==> src/rtl/muldiv_unit_pkg.sv <==
// muldiv_unit_pkg
// Shared definitions for the iterative 16-bit multiply/divide unit:
// operation encodings, FSM state encoding, iteration count and a
// magnitude helper used when latching signed operands.
package muldiv_unit_pkg;

    // Operation select encodings (op input)
    localparam logic [1:0] OP_MULTU = 2'b00;
    localparam logic [1:0] OP_MULT  = 2'b01;
    localparam logic [1:0] OP_DIVU  = 2'b10;
    localparam logic [1:0] OP_DIV   = 2'b11;

    // FSM state encoding
    localparam logic [1:0] ST_IDLE = 2'b00;
    localparam logic [1:0] ST_CALC = 2'b01;
    localparam logic [1:0] ST_FIX  = 2'b10;
    localparam logic [1:0] ST_DONE = 2'b11;

    // One shift-add / shift-subtract step per operand bit
    localparam int unsigned ITER_COUNT = 16;
    localparam logic [4:0]  ITER_LAST  = 5'(ITER_COUNT - 1);

    // Two's-complement magnitude; abs(0x8000) stays 0x8000 read as unsigned.
    function automatic logic [15:0] abs16(input logic [15:0] v);
        return v[15] ? (~v + 16'd1) : v;
    endfunction

endpackage

==> src/rtl/muldiv_unit.sv <==
// muldiv_unit
// Iterative 16-bit multiply/divide unit. A start pulse in IDLE launches
// MULTU/MULT/DIVU/DIV; 16 CALC steps, one FIX (sign correction) cycle and a
// one-cycle DONE write pulse follow, for a fixed 18-cycle latency.
//
// Ports:
//   clk          in   clock, rising edge
//   reset        in   asynchronous active-high reset
//   start        in   launch request, sampled only in IDLE
//   op[1:0]      in   00 MULTU, 01 MULT, 10 DIVU, 11 DIV
//   a[15:0]      in   multiplicand / dividend, sampled with start
//   b[15:0]      in   multiplier / divisor, sampled with start
//   busy         out  high while state != IDLE
//   done         out  one-cycle completion pulse
//   div_by_zero  out  qualifies done for a divide with b == 0
//   hi_we        out  HI write enable (with done)
//   lo_we        out  LO write enable (with done)
//   hi_data      out  product[31:16] or remainder
//   lo_data      out  product[15:0] or quotient
module muldiv_unit
    import muldiv_unit_pkg::*;
(
    input  logic        clk,
    input  logic        reset,
    input  logic        start,
    input  logic [1:0]  op,
    input  logic [15:0] a,
    input  logic [15:0] b,
    output logic        busy,
    output logic        done,
    output logic        div_by_zero,
    output logic        hi_we,
    output logic        lo_we,
    output logic [15:0] hi_data,
    output logic [15:0] lo_data
);

    logic [1:0]  state;
    logic [4:0]  iter_cnt;
    logic [1:0]  op_reg;
    logic [15:0] a_raw;       // original dividend, returned as HI on divide by zero
    logic [15:0] b_mag;
    logic        a_neg;
    logic        b_neg;
    logic [31:0] acc;         // mult: {partial, multiplier}; div: {remainder, quotient}

    logic [15:0] a_in_mag;
    logic [15:0] b_in_mag;
    logic        a_in_neg;
    logic        b_in_neg;

    logic [16:0] mul_sum;
    logic [31:0] mul_next;
    logic [16:0] rem_shift;
    logic [16:0] div_diff;
    logic [31:0] div_next;

    logic [31:0] prod_fixed;
    logic [15:0] quot_fixed;
    logic [15:0] rem_fixed;
    logic [15:0] fix_hi;
    logic [15:0] fix_lo;
    logic        fix_dbz;

    assign busy = (state != ST_IDLE);

    // Operand capture: magnitudes only for signed ops (op[0] set)
    always_comb begin
        a_in_neg = op[0] & a[15];
        b_in_neg = op[0] & b[15];
        a_in_mag = a_in_neg ? abs16(a) : a;
        b_in_mag = b_in_neg ? abs16(b) : b;
    end

    // One multiply step: add multiplicand when the low multiplier bit is set,
    // then shift the whole 33-bit result right by one.
    always_comb begin
        mul_sum  = {1'b0, acc[31:16]} + (acc[0] ? {1'b0, b_mag} : 17'd0);
        mul_next = {mul_sum, acc[15:1]};
    end

    // One restoring divide step. The shifted remainder can reach 17 bits, so the
    // trial subtract is 17 bits wide and bit 16 acts as the borrow.
    always_comb begin
        rem_shift = {acc[31:16], acc[15]};
        div_diff  = rem_shift - {1'b0, b_mag};
        if (!div_diff[16]) begin
            div_next = {div_diff[15:0], acc[14:0], 1'b1};
        end else begin
            div_next = {rem_shift[15:0], acc[14:0], 1'b0};
        end
    end

    // Sign correction for the FIX cycle
    always_comb begin
        prod_fixed = (a_neg ^ b_neg) ? (~acc + 32'd1) : acc;
        quot_fixed = (a_neg ^ b_neg) ? (~acc[15:0] + 16'd1) : acc[15:0];
        rem_fixed  = a_neg ? (~acc[31:16] + 16'd1) : acc[31:16];
        fix_dbz    = 1'b0;
        if (op_reg[1]) begin
            if (b_mag == 16'd0) begin
                fix_dbz = 1'b1;
                fix_hi  = a_raw;
                fix_lo  = 16'hFFFF;
            end else begin
                fix_hi  = rem_fixed;
                fix_lo  = quot_fixed;
            end
        end else begin
            fix_hi = prod_fixed[31:16];
            fix_lo = prod_fixed[15:0];
        end
    end

    always_ff @(posedge clk or posedge reset) begin
        if (reset) begin
            state       <= ST_IDLE;
            iter_cnt    <= 5'd0;
            op_reg      <= OP_MULTU;
            a_raw       <= 16'd0;
            b_mag       <= 16'd0;
            a_neg       <= 1'b0;
            b_neg       <= 1'b0;
            acc         <= 32'd0;
            done        <= 1'b0;
            div_by_zero <= 1'b0;
            hi_we       <= 1'b0;
            lo_we       <= 1'b0;
            hi_data     <= 16'd0;
            lo_data     <= 16'd0;
        end else begin
            case (state)
                ST_IDLE: begin
                    if (start) begin
                        op_reg   <= op;
                        a_raw    <= a;
                        b_mag    <= b_in_mag;
                        a_neg    <= a_in_neg;
                        b_neg    <= b_in_neg;
                        acc      <= {16'd0, a_in_mag};
                        iter_cnt <= 5'd0;
                        state    <= ST_CALC;
                    end
                end
                ST_CALC: begin
                    acc      <= op_reg[1] ? div_next : mul_next;
                    iter_cnt <= iter_cnt + 5'd1;
                    if (iter_cnt == ITER_LAST) begin
                        state <= ST_FIX;
                    end
                end
                ST_FIX: begin
                    hi_data     <= fix_hi;
                    lo_data     <= fix_lo;
                    div_by_zero <= fix_dbz;
                    done        <= 1'b1;
                    hi_we       <= 1'b1;
                    lo_we       <= 1'b1;
                    state       <= ST_DONE;
                end
                ST_DONE: begin
                    done        <= 1'b0;
                    div_by_zero <= 1'b0;
                    hi_we       <= 1'b0;
                    lo_we       <= 1'b0;
                    state       <= ST_IDLE;
                end
                default: begin
                    state <= ST_IDLE;
                end
            endcase
        end
    end

endmodule

==> config.mk <==
export PLATFORM = sky130hd
export DESIGN_NAME = muldiv_unit
export DESIGN_NICKNAME = d
export VERILOG_FILES = /design/src/rtl/muldiv_unit_pkg.sv /design/src/rtl/muldiv_unit.sv
export SDC_FILE = /design/constraint.sdc
export NUM_CORES = 1
export LEC_CHECK = 0
export ABC_AREA = 1
export CAP_MARGIN = 10
export CORE_MARGIN = 8
export CORE_UTILIZATION = 40
export DETAILED_ROUTE_END_ITERATION = 10
export PLACE_DENSITY = 0.68
export SYNTH_ARGS = -nofsm -noshare
export SYNTH_HDL_FRONTEND = slang
export SYNTH_SLANG_ARGS = --single-unit
==> constraint.sdc <==
create_clock -name clk -period 3.6 [get_ports clk]
set_input_delay 0.9 -clock clk [delete_from_list [all_inputs] [get_ports clk]]
set_output_delay 0.9 -clock clk [all_outputs]
set_load 0.01 [all_outputs]
==> flow_summary.json, run 1 <==
{
  "status": "complete, no violations",
  "p_per_area_mw_per_mm2": 1030,
  "crit_fanout": 4,
  "multiInputGateArea_sq_mm": 0.00525,
  "slew_headroom_pct": 50.4,
  "largest_reg_flops": 32,
  "syn_nets": 1460,
  "min_period_ps": 2640,
  "die_area_sq_mm": 0.0274,
  "final_hold_viol_count": 0,
  "io_pins": 74,
  "numClockSinks": 108,
  "place.gp.congestion": 0.938,
  "rsz0062_at_grt": "false",
  "rows": 54,
  "yosys_warnings": 0,
  "worstPathArrival_ps": 1740,
  "cts.path.max_buffers": 2,
  "io_buffers": 73,
  "post-cts-setup-buffer-count": 0,
  "critical_path_class": "reg -> out",
  "synthCells": 1379,
  "clk_pin_slew_ps": 70,
  "pre_cts_ws_ps": 711,
  "syn_area_per_cell_sq_um": 6.49,
  "core_sq_mm": 0.0219,
  "worst_pin_slew_ps": 743,
  "final.setup.worst_slack_ps": 964,
  "drive_gt1_share_pct": 5.10,
  "worst-r2r-cell-count": 15,
  "synth_edf_count": 0,
  "grt_usage_pct": 20.2,
  "end_kind": "primary output",
  "fillers": 2319,
  "ys_seq_elements": 108,
  "regToRegEndpoint": "acc[19]",
  "start_util_pct": 40.9,
  "top_register": "acc",
  "fin_nets": 1508,
  "cap_violations": 0,
  "vias": 9100,
  "insertion_delay_ps": 370,
  "fin_crit_sh_pct": 73.2,
  "area_growth_pct": 13.9,
  "die_w_microns": 166,
  "grt_pass1_wl_mm": 44.1,
  "setup-violations-final": 0,
  "synth_flop_cell": "dfrtp_1",
  "first_iter_violations": 799,
  "synth.distinct_cells": 53,
  "drc": 0,
  "seq_area_frac_synth_pct": 30.2,
  "grt_pass1_vias": 8247,
  "hp-class": "reg -> reg",
  "diodes": 0,
  "hpwl_mm": 21.3,
  "fmax_ghz": 0.379,
  "startpoint_type": "flop",
  "cts_hold_buffers": 0,
  "regArea_sq_mm": 0.00270,
  "endpoint": "busy",
  "final.setup_skew_ps": 16.0,
  "reg2reg_from": "acc[15]",
  "ant_nets": 0,
  "cp-startpoint": "state[0]",
  "numCtsBuffers": 9,
  "p_leak_nw": 5.10,
  "cts_tree": "yes",
  "drt-wirelength-per-cell_microns": 16.0,
  "peakVddDrop_mv": 0.794,
  "reg2reg_slack_ps": 1020,
  "drv_slew": 0,
  "cts_resized": 0,
  "globalRouteOverflowTotal": 0,
  "via_per_inst": 5.32,
  "worstPathRequired_ps": 2700,
  "totalWireLength_mm": 27.4,
  "first_pass_iters": 5,
  "root_buffer": "clkbuf_16",
  "die_h_microns": 166,
  "fin_setup_tns_ps": 0,
  "antenna_found_initial": 0,
  "grt_start_max_net_pins": 109,
  "cts_htree_levels": 3,
  "async_reset_ff_share_pct": 100,
  "syn_area_sq_mm": 0.00894
}
-- synth_stat cells (all sizes together) (3+ instances only) --
library cell	instances	area [sq um]
clkbuf	26	101
nand3b	7	52.6
nor3	13	70.1
clkinv	3	12.5
inv	194	731
a21oi	95	490
nand4	14	87.6
xnor2	7	61.3
dfrtp	108	2700
xor2	29	254
o21ai	102	518
ha	42	526
nor2	129	509
a31oi	12	75.1
nand3	164	838
o22ai	9	56.3
or2	7	43.8
nand2	379	1490
buf	21	159
-- area by class of cell --
| class | instances | share of cell area, % |
|---|---|---|
| Tap cell | 280 | 3.44 |
| Timing Repair Buffer | 84 | 8.10 |
| Multi-Input combinational cell | 1027 | 51.5 |
| Clock inverter | 5 | 0.835 |
| Clock buffer | 11 | 2.28 |
| Sequential cell | 108 | 26.5 |
| Inverter | 197 | 7.33 |
-- per-layer routing --
layer  track usage, %  up-vias  routed length, microns
met3             2.90       33                    1560
met1             29.5     4233                   13500
met4             6.45        0                     604
li1                 -     4566                       -
met5                0        -                       0
met2             29.9      268                   11800
-- placed cells by master, fill, tap and decap left out, types with 3 or more instances in the layout --
master	netlist	layout
nor2_1	123	123
ha_1	42	41
inv_1	187	186
nand2_2	16	17
o21ai_0	96	96
nor3_1	12	12
dfrtp_1	108	108
nand3_1	162	162
a31oi_1	12	12
or2_2	4	4
o21ai_2	2	3
clkdlybuf4s50_1	0	73
o21ai_1	4	3
buf_4	4	10
clkbuf_16	0	9
nand3b_1	7	7
inv_2	6	6
nand4_1	14	14
nor2_2	4	4
xor2_1	29	29
o22ai_1	9	9
a21oi_1	93	93
nand2_1	360	359
xnor2_1	7	7
-- power breakdown --
group | internal, mW | total [mW] | leakage [nW] | switching [mW]
sequential | 1.80 | 2.45 | 1.29 | 0.649
combinational | 2.49 | 6.98 | 3.65 | 4.49
clock | 0.617 | 1.10 | 0.156 | 0.483
-- critical path: stages, from the launching register on --
cell	delay, ps
dfrtp_1	380
inv_1	90
ha_1	270
inv_1	100
clkdlybuf4s50_1	540
-- kinds of logic after synthesis --
| logic type | Yosys count | synth area share [%] |
|---|---|---|
| and+or+nand+nor | 716 | 34.8 |
| adders and majority gates | 44 | 6.32 |
| buffers and inverters | 244 | 11.2 |
| xor gates and xnor gates | 36 | 3.53 |
| DFF | 108 | 30.2 |
| AOI/OAI and AO/OA | 231 | 13.9 |
-- per-stage QoR --
step                      area [sq um]  util [%]  hold slack (ps)  power [mW]  std cells
after floorplan                   8950         -              449        7.35       1379
after global placement            9870      45.1              469        9.28       1696
after detailed placement          9870      45.1              473        9.36       1696
after CTS                        10200      46.5              491        10.5       1712
after global routing             10200      46.5              515        11.5       1712
final                            10200      46.5              485        10.5       1712
-- worst min path at each step --
stage,from,to,slack [ps],depth (start not counted)
2_1_floorplan,a_raw[10],a_raw[10],450,2
3_3_place_gp,a_raw[10],a_raw[10],470,2
3_5_place_dp,a_raw[10],a_raw[10],470,2
4_1_cts,a_raw[6],a_raw[6],490,2
5_1_grt,a_raw[10],a_raw[10],520,2
6_report,a_raw[6],a_raw[6],480,2
(Power assumes the default switching activity.)
==> run 2: changes to the inputs <==
- clock period: 3.6 -> 2.32 ns (I/O delays scaled with it)
==> run 2 against run 1 <==
Clock power increased by 46%. Register-to-register slack got worse by 880 ps. Combinational power increased by 72%. Clock skew decreased by 8.9 ps. Wire length increased by 2.2%. Core utilization increased by 2.8 points. Die area unchanged. Worst setup slack got worse by 830 ps. Non-clock buffer count increased by 56. Total power increased by 63%. Critical path depth increased by 11. First-iteration DRC count decreased by 2.5%.
==> flow_summary.json, run 2 (synthesized netlist as in run 1, its figures left out) <==
{
  "status": "complete, no violations",
  "hpwl_mm": 22.1,
  "top_register": "acc",
  "grt_usage_pct": 20.5,
  "fillers": 2274,
  "critical_path_depth": 15,
  "peakVddDrop_mv": 0.778,
  "numCtsBuffers": 9,
  "regToRegEndpoint": "acc[16]",
  "first_iter_violations": 779,
  "fin_nets": 1564,
  "end_kind": "flop",
  "largest_reg_flops": 32,
  "final.setup_skew_ps": 7.05,
  "cts_tree": "yes",
  "layout_common_cells": "nand2_1, inv_1, nand3_1",
  "rsz0062_at_grt": "false",
  "regArea_sq_mm": 0.00270,
  "drive_gt1_share_pct": 10.7,
  "root_buffer": "clkbuf_16",
  "vias": 9361,
  "start_util_pct": 40.9,
  "clk_pin_slew_ps": 70,
  "antenna_found_initial": 0,
  "numClockSinks": 108,
  "worstPathRequired_ps": 2550,
  "setup-violations-final": 0,
  "grt_pass1_vias": 8615,
  "cts_htree_levels": 3,
  "startpoint_type": "flop",
  "final_common_cell": "nand2_1",
  "slowest_stage": "dfrtp_1",
  "hp-class": "in -> async",
  "drv_slew": 0,
  "ant_nets": 0,
  "p_leak_nw": 5.38,
  "final_util_pct": 49.4,
  "worst-r2r-cell-count": 15,
  "first_pass_iters": 7,
  "grt_start_max_net_pins": 68,
  "place.gp.congestion": 0.930,
  "io_buffers": 73,
  "globalRouteOverflowTotal": 0,
  "drt-wirelength-per-cell_microns": 15.8,
  "rows": 54,
  "diodes": 0,
  "crit_fanout": 10,
  "core_sq_mm": 0.0219,
  "p_per_area_mw_per_mm2": 1590,
  "whs_ps": 484,
  "area_growth_pct": 20.8,
  "multiInputGateArea_sq_mm": 0.00541,
  "reg2reg_from": "b_mag[0]",
  "grt_pass1_wl_mm": 45.1,
  "crit_path_frequent_cell": "nand2_4",
  "total_power_mw": 17.2,
  "worst_pin_slew_ps": 564,
  "min_period_ps": 2180,
  "cp_cell_sequence": "ha_4 > fa_2 > inv_1 > nand2_1 > nand2_2 > nand3_2 > nand2_4 > nand2_4 > nand2_2 > nand2_4 > buf_12 > nand3_1 > nand3_1 > nand2_1 > o21ai_0",
  "critPathMaxStageDelay_ps": 430,
  "die_h_microns": 166,
  "totalWireLength_mm": 28.0,
  "drc": 0,
  "die_w_microns": 166,
  "cts.path.max_buffers": 2,
  "fin_setup_tns_ps": 0,
  "final_area_sq_mm": 0.0108,
  "io_pins": 74,
  "dpl_cell_area_sq_mm": 0.0103,
  "worstPathArrival_ps": 2410,
  "reg2reg_slack_ps": 140,
  "critical_path_class": "reg -> reg",
  "fin_crit_sh_pct": 94.0,
  "die_area_sq_mm": 0.0274,
  "cap_violations": 0,
  "endpoint": "acc[16]",
  "critPathTopFamily": "simple AND/OR/NAND/NOR gates",
  "insertion_delay_ps": 360,
  "cts_hold_buffers": 0,
  "final_hold_viol_count": 0,
  "cp-startpoint": "b_mag[0]",
  "path_buf_inv": 2,
  "via_per_inst": 5.29,
  "slew_headroom_pct": 62.4,
  "fmax_ghz": 0.458
}
## run 2: worst min path at each step
| stage | slack [ps] | startpoint | cells past startpoint | endpoint |
|---|---|---|---|---|
| 2_1_floorplan | 450 | a_raw[10] | 2 | a_raw[10] |
| 3_3_place_gp | 470 | a_raw[12] | 2 | a_raw[12] |
| 3_5_place_dp | 470 | a_raw[10] | 2 | a_raw[10] |
| 4_1_cts | 490 | reset | 2 | lo_we |
| 5_1_grt | 500 | reset | 2 | lo_we |
| 6_report | 480 | reset | 2 | lo_we |
## run 2: metrics by stage
stage                     setup WS (ps)  instances
after floorplan                    8.42       1379
after global placement            -50.8       1749
after detailed placement           -131       1749
after CTS                          39.8       1765
after global routing               4.50       1768
final                               139       1768
## run 2: power by group
group          internal, mW  switching, mW  total [mW]
clock                 0.853          0.753        1.61
sequential             2.80          0.764        3.56
combinational          4.56           7.44        12.0
total                  8.21           8.96        17.2
## run 2: area by class of cell
type                            count  area share, %
Clock buffer                       12           2.19
Clock inverter                      4          0.533
Sequential cell                   108           25.0
Multi-Input combinational cell   1027           50.0
Tap cell                          280           3.24
Inverter                          197           6.93
Timing Repair Buffer              140           12.1
## run 2: what timing repair did
action	4_1_cts	5_1_grt
cloned	0	0
setup endpoints to repair	2	24
buffers inserted	0	3
gates resized for setup	2	44
pin swaps	0	7
## run 2: routing by layer
layer | up-vias | part of all wire (%) | global-route usage (%)
li1 | 4674 | - | -
met1 | 4362 | 48 | 29.7
met3 | 36 | 5.9 | 2.75
met2 | 289 | 44 | 31.0
met4 | 0 | 2.1 | 6.25
met5 | - | 0 | 0
==> run 3: changes to the inputs <==
- RECOVER_POWER: not set -> 100
==> run 3 against run 2 <==
Fmax is 0.32% lower. Wire length is 0.40% higher. Register-to-register slack hardly changed. Sequential share of layout area is 0.13 points higher. Critical endpoint unchanged. Largest power group unchanged.
==> flow_summary.json, run 3 (synthesized netlist as in run 1, its figures left out) <==
{
  "status": "complete, no violations",
  "critical_path_class": "reg -> reg",
  "end_kind": "flop",
  "fin_crit_sh_pct": 94.3,
  "total_power_mw": 17.0,
  "worstPathArrival_ps": 2420,
  "fin_cells": 1768,
  "fmax_ghz": 0.457,
  "rows": 54,
  "fillers": 2284,
  "critPathMaxStageDelay_ps": 430,
  "cts_tree": "yes",
  "io_pins": 74,
  "p_leak_nw": 5.36,
  "cts_htree_levels": 3,
  "slew_headroom_pct": 38.8,
  "io_buffers": 73,
  "first_pass_iters": 7,
  "final.setup.worst_slack_ps": 132,
  "cp_cell_sequence": "ha_4 > fa_2 > inv_1 > nand2_1 > nand2_2 > nand3_2 > nand2_4 > nand2_4 > nand2_2 > nand2_4 > buf_12 > nand3_1 > nand3_1 > nand2_1 > o21ai_0",
  "pre_cts_ws_ps": -131,
  "startpoint_type": "flop",
  "numClockSinks": 108,
  "final_area_sq_mm": 0.0108,
  "top_register": "acc",
  "insertion_delay_ps": 360,
  "area_growth_pct": 20.2,
  "slowest_stage": "dfrtp_1",
  "place.gp.congestion": 0.930,
  "clk_pin_slew_ps": 80,
  "fin_setup_tns_ps": 0,
  "diodes": 0,
  "start_util_pct": 40.9,
  "via_per_inst": 5.32,
  "core_sq_mm": 0.0219,
  "crit_path_frequent_cell": "nand2_4",
  "grt_start_max_net_pins": 68,
  "dp.cells": 1749,
  "cts_hold_buffers": 0,
  "largest_reg_flops": 32,
  "first_iter_violations": 853,
  "min_period_ps": 2190,
  "drv_slew": 0,
  "antenna_found_initial": 0,
  "root_buffer": "clkbuf_16",
  "cap_violations": 0,
  "ant_nets": 0,
  "final.setup_skew_ps": 7.23,
  "grt_usage_pct": 20.5,
  "setup-violations-final": 0,
  "die_w_microns": 166,
  "worst_pin_slew_ps": 918,
  "layout_common_cells": "nand2_1, inv_1, nand3_1",
  "grt_pass1_wl_mm": 45.1,
  "vias": 9409,
  "rsz0062_at_grt": "false",
  "dpl_cell_area_sq_mm": 0.0103,
  "die_h_microns": 166,
  "crit_fanout": 10,
  "numCtsBuffers": 9,
  "worstPathRequired_ps": 2550,
  "totalWireLength_mm": 28.1,
  "drive_gt1_share_pct": 10.1,
  "fin_nets": 1564,
  "drc": 0,
  "final_common_cell": "nand2_1",
  "globalRouteOverflowTotal": 0,
  "peakVddDrop_mv": 0.733,
  "hp-class": "reg -> reg",
  "hpwl_mm": 22.1,
  "p_per_area_mw_per_mm2": 1580,
  "cts.path.max_buffers": 2,
  "grt_pass1_vias": 8615,
  "die_area_sq_mm": 0.0274,
  "drt-wirelength-per-cell_microns": 15.9,
  "final_hold_viol_count": 0
}
[run 3: per-stage QoR]
stage / hold WS, ps / util [%]
after global routing: 511 / 49.1
after CTS: 488 / 48.5
after floorplan: 449 / -
final: 489 / 49.1
after global placement: 469 / 47.1
after detailed placement: 466 / 47.1
[run 3: power breakdown]
part / switching (mW) / internal, mW
logic: 7.44 / 4.40
registers: 0.751 / 2.80
clock network: 0.754 / 0.853
total: 8.94 / 8.05
[run 3: worst paths after layout]
path,startpoint,endpoint,slack [ps],depth (start not counted)
min,a_raw[10],a_raw[10],490,2
max reg2reg,b_mag[0],acc[16],130,15
max in group asynchronous,reset,b_mag[13],530,3
min reg2reg,a_raw[10],a_raw[10],490,2
max,b_mag[0],acc[16],130,15
min in group asynchronous,reset,lo_we,600,2
[run 3: repair_timing]
action	4_1_cts	5_1_grt
resized for setup	2	44
setup endpoints to repair	2	24
buffers inserted	0	3
pin swaps	0	7
[run 3: cell type report]
cell class,instances,area (sq um),share of cell area [%]
Inverter,197,747,6.95
Clock buffer,12,236,2.20
Sequential cell,108,2700,25.1
Tap cell,280,350,3.26
Multi-Input combinational cell,1027,5390,50.1
Timing Repair Buffer,140,1270,11.8
Clock inverter,4,57.6,0.535
[run 3: layer usage]
layer | GRT usage (%) | share of wire [%] | up-vias | wire length (microns)
met5 | 0 | 0 | - | 0
met4 | 6.25 | 2.0 | 0 | 552
met3 | 2.75 | 6.1 | 33 | 1700
met2 | 31.0 | 44 | 313 | 12300
met1 | 29.7 | 48 | 4383 | 13600
li1 | - | - | 4680 | -
[run 3: critical path, delay by kind of cell, from the launching register on]
kind	cells	cell delay [ps]
compound gates	1	80
fa+ha+maj	2	540
buf+inv	2	220
flops	1	430
simple gates	10	780
